[src/rtl/mssd_pkg.sv]
// Shared types and width helpers for the parametrised serial message demultiplexer.
package mssd_pkg;

    typedef enum logic [2:0] {
        IDLE,
        HEADER,
        DATA,
        PARITY,
        STOP,
        ERROR
    } state_t;

    localparam int PARITY_NONE = 0;
    localparam int PARITY_EVEN = 1;

    function automatic int port_bits(input int num_ports);
        return $clog2(num_ports);
    endfunction

    // Wide enough for the longest payload, so the bit counter can never wrap.
    function automatic int count_bits(input int len_bits, input int unit_bits);
        return $clog2((2 ** len_bits - 1) * unit_bits + 1);
    endfunction

endpackage

[src/rtl/mssd_down_counter.sv]
// Loadable down-counter; tc flags the last counted cycle (count == 1).
module mssd_down_counter #(
    parameter int WIDTH = 8
) (
    input  logic             clk,
    input  logic             rst_n,
    input  logic             load,
    input  logic             en,
    input  logic [WIDTH-1:0] load_val,
    output logic             tc
);

    logic [WIDTH-1:0] count;

    always_ff @(posedge clk or negedge rst_n) begin
        if (!rst_n) begin
            count <= '0;
        end else if (load) begin
            count <= load_val;
        end else if (en && (count != '0)) begin
            count <= count - WIDTH'(1);
        end
    end

    assign tc = (count == WIDTH'(1));

endmodule

[src/rtl/mssd_demux_param.sv]
// Serial message demultiplexer: decodes framed messages and routes payload bits to the addressed channel.
//   state  | meaning
//   IDLE   | line idle, waiting for a start bit (0)
//   HEADER | shifting in length field then port field, MSB first
//   DATA   | payload bits routed to P[pn], parity accumulated
//   PARITY | even-parity bit compared with accumulated payload parity
//   STOP   | expecting stop bit (1)
//   ERROR  | bad stop bit seen, waiting for line to return high
module mssd_demux_param
    import mssd_pkg::*;
#(
    parameter  int NUM_PORTS = 4,
    parameter  int LEN_BITS  = 6,
    parameter  int UNIT_BITS = 8,
    parameter  int PARITY_EN = PARITY_EVEN,
    localparam int PORT_BITS = port_bits(NUM_PORTS)
) (
    input  logic                 clk,
    input  logic                 rst_n,
    input  logic                 serIn,
    output logic [NUM_PORTS-1:0] P,
    output logic [PORT_BITS-1:0] pn,
    output logic                 outValid,
    output logic                 frame_done,
    output logic                 parity_err,
    output logic                 error
);

    localparam int HDR_BITS = LEN_BITS + PORT_BITS;
    localparam int HCW      = $clog2(HDR_BITS + 1);
    localparam int CW       = count_bits(LEN_BITS, UNIT_BITS);

    state_t              state;
    logic [HDR_BITS-2:0] hdr_sr;
    logic [HDR_BITS-1:0] hdr_full;
    logic [LEN_BITS-1:0] hdr_len;
    logic [PORT_BITS-1:0] hdr_port;
    logic [CW-1:0]       pay_len;
    logic                acc;
    logic                par_flag;
    logic                hdr_load;
    logic                hdr_tc;
    logic                dat_load;
    logic                dat_tc;

    // The current line bit completes the header on its last cycle.
    assign hdr_full = {hdr_sr, serIn};
    assign hdr_len  = hdr_full[HDR_BITS-1:PORT_BITS];
    assign hdr_port = hdr_full[PORT_BITS-1:0];
    assign pay_len  = CW'(hdr_len) * CW'(UNIT_BITS);
    assign hdr_load = (state == IDLE) && !serIn;
    assign dat_load = (state == HEADER) && hdr_tc;

    mssd_down_counter #(.WIDTH(HCW)) u_hdr_cnt (
        .clk      (clk),
        .rst_n    (rst_n),
        .load     (hdr_load),
        .en       (state == HEADER),
        .load_val (HCW'(HDR_BITS)),
        .tc       (hdr_tc)
    );

    mssd_down_counter #(.WIDTH(CW)) u_dat_cnt (
        .clk      (clk),
        .rst_n    (rst_n),
        .load     (dat_load),
        .en       (state == DATA),
        .load_val (pay_len),
        .tc       (dat_tc)
    );

    always_ff @(posedge clk or negedge rst_n) begin
        if (!rst_n) begin
            state      <= IDLE;
            hdr_sr     <= '0;
            acc        <= 1'b0;
            par_flag   <= 1'b0;
            pn         <= '0;
            frame_done <= 1'b0;
            parity_err <= 1'b0;
        end else begin
            frame_done <= 1'b0;
            parity_err <= 1'b0;
            case (state)
                IDLE: begin
                    if (!serIn) begin
                        state    <= HEADER;
                        acc      <= 1'b0;
                        par_flag <= 1'b0;
                    end
                end
                HEADER: begin
                    hdr_sr <= hdr_full[HDR_BITS-2:0];
                    if (hdr_tc) begin
                        pn <= hdr_port;
                        if (hdr_len != '0) begin
                            state <= DATA;
                        end else if (PARITY_EN != 0) begin
                            state <= PARITY;
                        end else begin
                            state <= STOP;
                        end
                    end
                end
                DATA: begin
                    acc <= acc ^ serIn;
                    if (dat_tc) begin
                        state <= (PARITY_EN != 0) ? PARITY : STOP;
                    end
                end
                PARITY: begin
                    par_flag <= serIn ^ acc;
                    state    <= STOP;
                end
                STOP: begin
                    if (serIn) begin
                        state      <= IDLE;
                        frame_done <= 1'b1;
                        parity_err <= par_flag;
                    end else begin
                        state <= ERROR;
                    end
                end
                ERROR: begin
                    if (serIn) begin
                        state <= IDLE;
                    end
                end
                default: state <= IDLE;
            endcase
        end
    end

    assign outValid = (state == DATA);
    assign error    = (state == ERROR);

    always_comb begin
        P = '0;
        if (state == DATA) begin
            P[pn] = serIn;
        end
    end

endmodule

[config.mk]
export PLATFORM = sky130hd
export DESIGN_NAME = mssd_demux_param
export DESIGN_NICKNAME = d
export VERILOG_FILES = /design/src/rtl/mssd_pkg.sv /design/src/rtl/mssd_down_counter.sv /design/src/rtl/mssd_demux_param.sv
export SDC_FILE = /design/constraint.sdc
export NUM_CORES = 1
export LEC_CHECK = 0
export ABC_AREA = 1
export BUFFER_PORTS_ARGS = -buffer_cell sky130_fd_sc_hd__buf_2
export CAP_MARGIN = 0
export CORE_UTILIZATION = 40
export DETAILED_ROUTE_END_ITERATION = 6
export PLACE_DENSITY = 0.61
export SLEW_MARGIN = 5
export SYNTH_ARGS = -nofsm -noshare
export SYNTH_HDL_FRONTEND = slang
export SYNTH_SLANG_ARGS = --single-unit
[constraint.sdc]
create_clock -name clk -period 1.4 [get_ports clk]
set_input_delay 0.21 -clock clk [delete_from_list [all_inputs] [get_ports clk]]
set_output_delay 0.21 -clock clk [all_outputs]
set_load 0.02 [all_outputs]
Yosys cells after proc, flatten, opt, wreduce, memory -nomap -nowiden --
Cells that the tools add are included.
Storage, ports and cells: flip-flop bits (word level) 29, latch bits 0, bits in writable memories 0, ROM bits 0, bits of input ports 3, logic and storage cells 64, memories kept 0
Cells by class: add/sub/neg operators 2, multiply operators 0, divide/modulo/power cells 0, order comparisons 2, equality and inequality tests 11, shift-type cells 0, muxes and demuxes 21, bitwise gates (word level) 2, reduce and logical (&&, ||, !) cells 17
Operators by type and width (number):
- 9-bit two-way mux | 2
- 3-bit one-hot mux with 6 select lines | 1
- 3-bit two-way mux | 5
- 4-bit two-way mux | 3
- 9-bit by 1-bit equality test with 1-bit output (second input constant) | 1
- 9-bit nonzero test | 1
- 9-bit by 1-bit subtractor with 9-bit output (second input constant) | 1
- 2-bit inequality test (second input constant) | 4
- 2-bit nonzero test | 4
- 1-bit two-way mux | 7
- 3-bit by 2-bit equality test with 1-bit output (second input constant) | 2
- 3-bit equality test (second input constant) | 2
- 6-bit nonzero test | 1
- 1-bit logical AND | 5
- 4-bit bitwise AND | 1
- 4-bit by 1-bit equality test with 1-bit output (second input constant) | 1
- 1-bit one-hot mux with 2 select lines | 2
- 2-bit AND reduction | 2
- 4-bit AND reduction | 1
- 4-bit nonzero test | 1
- 4-bit by 1-bit subtractor with 4-bit output (second input constant) | 1
- 3-bit by 1-bit equality test with 1-bit output (second input constant) | 1
- 3-bit logical NOT | 1
- 2-bit by 3-bit less-than comparator with 1-bit output (second input constant) | 1
- 4 further kinds | 4

Longest topological paths before layout --
Gate-level depths: netlist of the first run.
depth in word-level cells 6, mapped depth 10

By module --
Synthesis of the first run repeated with hierarchy kept, for this count alone.
Unflattened totals: cells, all modules 234, area total of the unflattened synthesis 1796.7 um2
By module, submodules not included:
- mssd_demux_param | instances 1, cells an instance 105, area each 835.8 um2, sequential area each 400.4 um2
- mssd_down_counter (u_dat_cnt) | instances 1, cells an instance 92, area each 679.4 um2, sequential area each 225.2 um2
- mssd_down_counter (u_hdr_cnt) | instances 1, cells an instance 37, area each 281.5 um2, sequential area each 100.1 um2

Least setup slack after synthesis of the first run --
OpenSTA, ideal clock, no wires.
path type reg-to-output, start register state[0], end output port P[0], arrival time 1.385 ns, required time 1.190 ns, setup slack -0.195 ns, stages on the path, launching flop included 5, path buffers 1, cells stage by stage dfrtp_1 inv_2 nand3_1 buf_6 nor4_1
On the way: cells in the longest elaborated chain, start to end 2
RTL lines:
- start: declaration | RTL line mssd_demux_param.sv:33 | state_t state;
- start signal: assignment | RTL line mssd_demux_param.sv:108 | state <= (PARITY_EN != 0) ? PARITY : STOP;
- 3-bit by 2-bit equality test with 1-bit output | RTL line mssd_demux_param.sv:139 | if (state == DATA) begin
- 4-bit two-way mux | RTL line mssd_demux_param.sv:139
- end: declaration | RTL line mssd_demux_param.sv:21 | output logic [NUM_PORTS-1:0] P,
No other way between the ends.

Worst setup path in the final report of the first run --
start register state[0], end output port P[2]
Same word-level chain as after synthesis.

==> results of run 1 <==
Yosys cell counts, drive strengths merged, types with 2 or more instances:
| master | n |
|---|---|
| nor2 | 19 |
| buf | 4 |
| nor3 | 5 |
| a21oi | 2 |
| nand3 | 34 |
| xor2 | 6 |
| o21ai | 14 |
| nand2 | 40 |
| nor4 | 4 |
| dfrtp | 29 |
| ha | 6 |
| inv | 29 |
layer usage:
metal  vias to the layer above  GRT usage  part of all wire
li1                        718          -                 -
met1                       648      0.227              0.48
met2                        19      0.290              0.46
met3                         8     0.0414             0.034
met4                         0      0.106             0.020
met5                         -          0                 0
metrics by stage:
stage	cell area, µm²	power, mW	utilization	std cells	hold WS (ns)
6_report	2110	4.91	0.558	284	0.238
5_1_grt	2110	5.40	0.558	284	0.261
4_1_cts	1940	4.56	0.513	277	0.240
3_5_place_dp	1790	3.72	0.474	265	0.242
3_3_place_gp	1790	3.69	0.474	265	0.242
2_1_floorplan	1630	3.19	-	199	-0.0856
final cells by class:
type,count,share of cell area
clock buffer,7,0.0410
sequential,29,0.345
multi-input combinational,136,0.400
inverter,29,0.0553
timing repair buffer,35,0.130
tap,48,0.0285
logic make-up after synthesis:
kind of cell,share of synthesized area
AO/OA/AOI/OAI,0.0699
XOR/XNOR,0.0377
adder cells (fa/ha/maj),0.0461
buffers and inverters,0.0930
flip-flops,0.446
AND/OR/NAND/NOR,0.307
sequential cells by signal, summed over array words and instances (netlist names), 2 cells and up:
register / count
u_dat_cnt.count: 9
hdr_sr: 7
u_hdr_cnt.count: 4
state: 3
pn: 2
worst max-delay path, delay by kind of cell (launching register included):
family | cells | cell delay, ns
simple gates | 2 | 0.27
flops | 1 | 0.39
buf+inv | 2 | 0.29
layout by cell type (no fill, tap or decap), drive strengths merged:
cell type    Yosys  routed
a22o             1       1
buf              4      34
o21bai           1       1
xnor2            1       1
o22ai            1       1
clkbuf           1       7
xor2             6       6
nand3b           1       1
nor3             5       5
nand4            1       1
a21oi            2       2
o21ai           14      14
nand3           34      34
ha               6       6
nand2           40      40
dfrtp           29      29
dlygate4sd3      0       1
nor2            19      19
nor4             4       4
inv             29      29
worst paths after layout:
check                          start  slack [ns]         to
max in group asynchronous      rst_n        0.64   state[1]
setup / recovery            state[0]       -0.05       P[2]
setup reg to reg            state[1]        0.01   par_flag
hold reg to reg            hdr_sr[0]        0.49  hdr_sr[0]
min in group asynchronous      rst_n        0.46   par_flag
hold / removal                 serIn        0.24   state[0]
power groups by stage:
stage	clock [mW]	combinational (mW)	sequential, mW
after floorplan	0	1.66	1.53
after global placement	0	2.16	1.53
after detailed placement	0	2.18	1.54
after CTS	0.721	2.32	1.51
after global routing	0.776	3.03	1.60
final	0.705	2.66	1.55
what timing repair did:
action	4_1_cts	5_1_grt
hold endpoints to repair	29	0
pin swaps	0	3
resized for setup	5	28
setup endpoints to repair	5	23
hold buffers	1	0
setup buffers	4	7
==> run metrics, run 1 <==
DR vias=between 1,000 and 1,500; worst clock skew=around 0.0092 ns; Worst Reg2Reg Path Length in Cells=4; vias in the first global route=approximately 1,300; Cell Pwr Density=~2300 mW/mm²; DRC violations left=0; largest net degree at the start of global routing=30; H-tree levels=2; Synth Flop Type=dfrtp_1; sw frac=0.438; area occupied by multi-input gates=around 840 µm²; MaxCap Viol Count=0; register area share after synthesis=0.446; Worst-Margin Slew=~0.39 ns; Slew Viols, Final=0; synth-to-layout area growth=29.4%; fin crit share=1.04; All-Layer GR Usage=0.183; Pleak=between 1 and 1.5 nW; Post-Place Setup Slack=0.0375 ns; Mapped Area=around 0.0016 mm²; share of layout cells above drive strength 1=0.305; Clock Pin Slew Worst Setup and Hold Paths=about 0.060 ns; Period minus WS final=1.45 ns; endpoints failing setup=3; Max clock buf depth=2; FMAX=slightly below 700 MHz; register area=~730 µm²; global-route wire length before repair=between 5000 and 6000 µm; hpwl dp=2290 µm; Post-DRT Antenna Nets=0; I/O Buffers=12; Remaining Overflow, GRT=0; CP Capture Type=output port; power share of the combinational group=0.542; most area-hungry cell type in the Yosys netlist=dfrtp_1; nets@finish=roughly 250; Setup CP Type=flop to output port; CP cell instances=inv_2 > nand3_4 > nor4_1 > buf_2; Die Span Y=about 66 µm; Die X=around 66 µm; setup ws final=-0.0532 ns; post-synth top area share=0.446; routed wire length=3410 µm; Clk pwr share=0.143; RSZ-0062 raised after global routing=yes; synth top area cells=dfrtp_1 45%, nand3_1 9.8%, nand2_1 8.1%; WL/cell=around 12 µm; worst-path fanout max=6; placer congestion estimate=just over 0.8; Critical Path RT=~1.2 ns; Final Hold Fails=0; synthesized flop and latch total=29; CTS root buffer=clkbuf_8; CTS tree=yes; EDFF count, synth=0; Sequential Power Share=0.315; Max stage delay on crit path=roughly 0.39 ns; Mapped Avg Cell Area=between 8 and 9 µm²; diode count=0; worst-skew pair later-pin latency=~0.29 ns; core outline area=roughly 0.0038 mm²; standard-cell row count=22; relative slew slack=0.739; Post-synth ARST share=1.00; slowest CP cell=dfrtp_1; initial antenna violation count=0; # fillers=346; Net Switching=2.15 mW; Setup TNS=-0.0871 ns; Initial Util=0.432; top-level port count=13; P_int=about 2.8 mW; status=complete, but fails checks; Hold Path Class=primary input to flop; post-synthesis instance total=~200; syn_nets=roughly 210; crit path DAT=about 1.2 ns; clock sinks=29; Iteration-0 DRC Markers=90; Die ar.=around 0.0043 mm²; Setup crit start kind=flop; Synth cell types=28; hold depth=4; failing checks=negative setup slack; Max IR drop VDD=roughly 670 µV; CTS buffer count=5; Via density=slightly below 5; Detailed Routing Iterations Pass 1=4; Yosys warnings=0
Power figures use the tool's default switching activity.
==> run 2: changes to the inputs <==
- CORE_MARGIN: not set -> 2
==> run metrics, run 2 (synthesis results as in run 1) <==
synth-to-layout area growth=29.0%; endpoints failing setup=5 (+2); status=complete, but fails checks; failing checks=negative setup slack; relative slew slack=0.716 (-0.0235); CTS root buffer=clkbuf_8; fin crit share=1.05 (+0.0120); Reg2Reg Launch Point=state[1]; diode count=0 (unchanged); Max stage delay on crit path=0.39 ns (about the same); standard-cell row count=23 (+4.5%); Tot Pwr=4.83 mW (-1.7%); # fillers=385 (+11%); Initial Util=0.410 (-0.0218); nets@finish=241 (-1.6%); initial antenna violation count=0 (unchanged); All-Layer GR Usage=0.175 (-0.00860); Iteration-0 DRC Markers=74 (-18%); global-route wire length before repair=5950 µm (+2.2%); core outline area=0.00397 mm² (+5.3%); RSZ-0062 raised after global routing=yes; Post-Place Setup Slack=0.0527 ns (+0.0152 ns); Hold Path Class=primary input to flop; Setup CP Type=flop to output port; Final Hold Fails=0 (unchanged); Remaining Overflow, GRT=0 (unchanged); CTS tree=yes; Clock Pin Slew Worst Setup and Hold Paths=0.06 ns (about the same); Die Span Y=67.8 µm (+3.0%); WL/cell=12.3 µm (+2.2%); Max clock buf depth=2 (unchanged); routed wire length=3460 µm (+1.5%); worst clock skew=0.00701 ns (-0.00221 ns); Die ar.=0.00460 mm² (+6.2%); crit path from=state[2]; worst-skew pair later-pin latency=0.28 ns (about the same); Slew Viols, Final=0 (unchanged); Biggest register=u_dat_cnt.count; Cell Pwr Density=2300 mW/mm² (-1.4%); Core Util, Final=0.529 (-0.0297); share of layout cells above drive strength 1=0.315 (+0.00957); setup ws final=-0.0700 ns (-0.0167 ns); Critical Path RT=1.19 ns (about the same); Via density=4.91 (+0.13%); hold_sp=serIn; top-level port count=13 (unchanged); CP Capture Type=output port; largest net degree at the start of global routing=17 (-43%); Die X=67.8 µm (+3.0%); WP depth=4 (unchanged); Pleak=1.03 nW (-1.7%); DRC violations left=0 (unchanged); most frequent cells in the layout=33 x nand2_1, 29 x nand3_1, 28 x dfrtp_1; hold depth=4 (unchanged); Setup crit start kind=flop; Worst Reg2Reg Path Length in Cells=8 (+4); I/O Buffers=12 (unchanged); max FFs per register=9 (unchanged); FMAX=680 MHz (-1.1%); Largest regs=u_dat_cnt.count: 9 flops, hdr_sr: 7 flops, u_hdr_cnt.count: 4 flops; Detailed Routing Iterations Pass 1=4 (unchanged); CP cell instances=inv_2 > nand3_4 > nor4_2 > buf_4; Period minus WS final=1.47 ns (+0.0167 ns); clock sinks=29 (unchanged); most common cell after layout, fill and taps aside=nand2_1; CTS buffer count=5 (unchanged); CP top delay family=flip-flops; H-tree levels=2 (unchanged); WP buf/inv=2 (unchanged); hpwl dp=2430 µm (+6.1%); worst-path fanout max=6 (unchanged); DR vias=1,385 (-0.57%); slowest CP cell=dfrtp_1; Max IR drop VDD=749 µV (+11%); Post-DP Area=0.00184 mm² (+2.8%); placer congestion estimate=0.861 (+4.2%); vias in the first global route=1,310 (+0.23%); finished layout cell area=0.00210 mm² (-0.30%); Worst-Margin Slew=0.426 ns (+0.0352 ns); MaxCap Viol Count=0 (unchanged); crit path DAT=1.26 ns (+0.02 ns); Post-DRT Antenna Nets=0 (unchanged)
==> run 2: timing repair <==
| action | 4_1_cts | 5_1_grt |
|---|---|---|
| hold buffers | 1 | 0 |
| hold endpoints to repair | 13 | 0 |
| buffers inserted | 3 | 1 |
| gates resized for setup | 15 | 24 |
| endpoints found under the setup margin | 5 | 21 |
| pin swaps | 0 | 3 |
| cloned | 0 | 0 |
==> run 2: final timing paths <==
check                           slack (ns)                 end
worst min register to register        0.49  u_hdr_cnt.count[3]
worst min-delay path                  0.25            state[0]
min in group asynchronous             0.36  u_hdr_cnt.count[0]
worst max-delay path                 -0.07                P[2]
max in group asynchronous             0.64           hdr_sr[2]
worst max register to register        0.04  u_dat_cnt.count[5]
==> run 2: final cells by class <==
class                   count  area [µm²]  share of cell area
flip-flops and latches     29         727               0.346
multi-input cells         136         847               0.403
well taps                  50        62.6              0.0298
repair buffers             31         260               0.124
clock buffers               7        86.3              0.0411
inverters                  29         116              0.0554
==> run 2: worst reg2reg max path, cell delays in order (launching register included) <==
cell and delay [ns]:
dfrtp_1 0.41, buf_4 0.18, inv_2 0.09, nand3_4 0.10
inv_6 0.10, nand2_4 0.08, buf_12 0.14, nand3_1 0.07
nand3_1 0.07
==> run 2: stage by stage <==
stage | setup TNS, ns | hold slack [ns] | cells
finish | -0.180 | 0.245 | 282
global route | -0.669 | 0.285 | 282
CTS | -0.153 | 0.251 | 281
detailed placement | 0 | 0.140 | 270
global placement | 0 | 0.139 | 270
floorplan | -0.780 | -0.0856 | 199
==> run 2: routing by layer <==
metal / track usage / share of wire
met1: 0.224 / 0.48
met3: 0.0550 / 0.040
met4: 0.0600 / 0.0081
met2: 0.278 / 0.48
met5: 0 / 0
==> run 2: report_power, final <==
part	total (mW)	switching (mW)	internal (mW)	leakage, nW
Clock	0.706	0.316	0.389	0.0443
Sequential	1.53	0.318	1.22	0.365
Combinational	2.59	1.54	1.05	0.619
Total	4.83	2.18	2.65	1.03
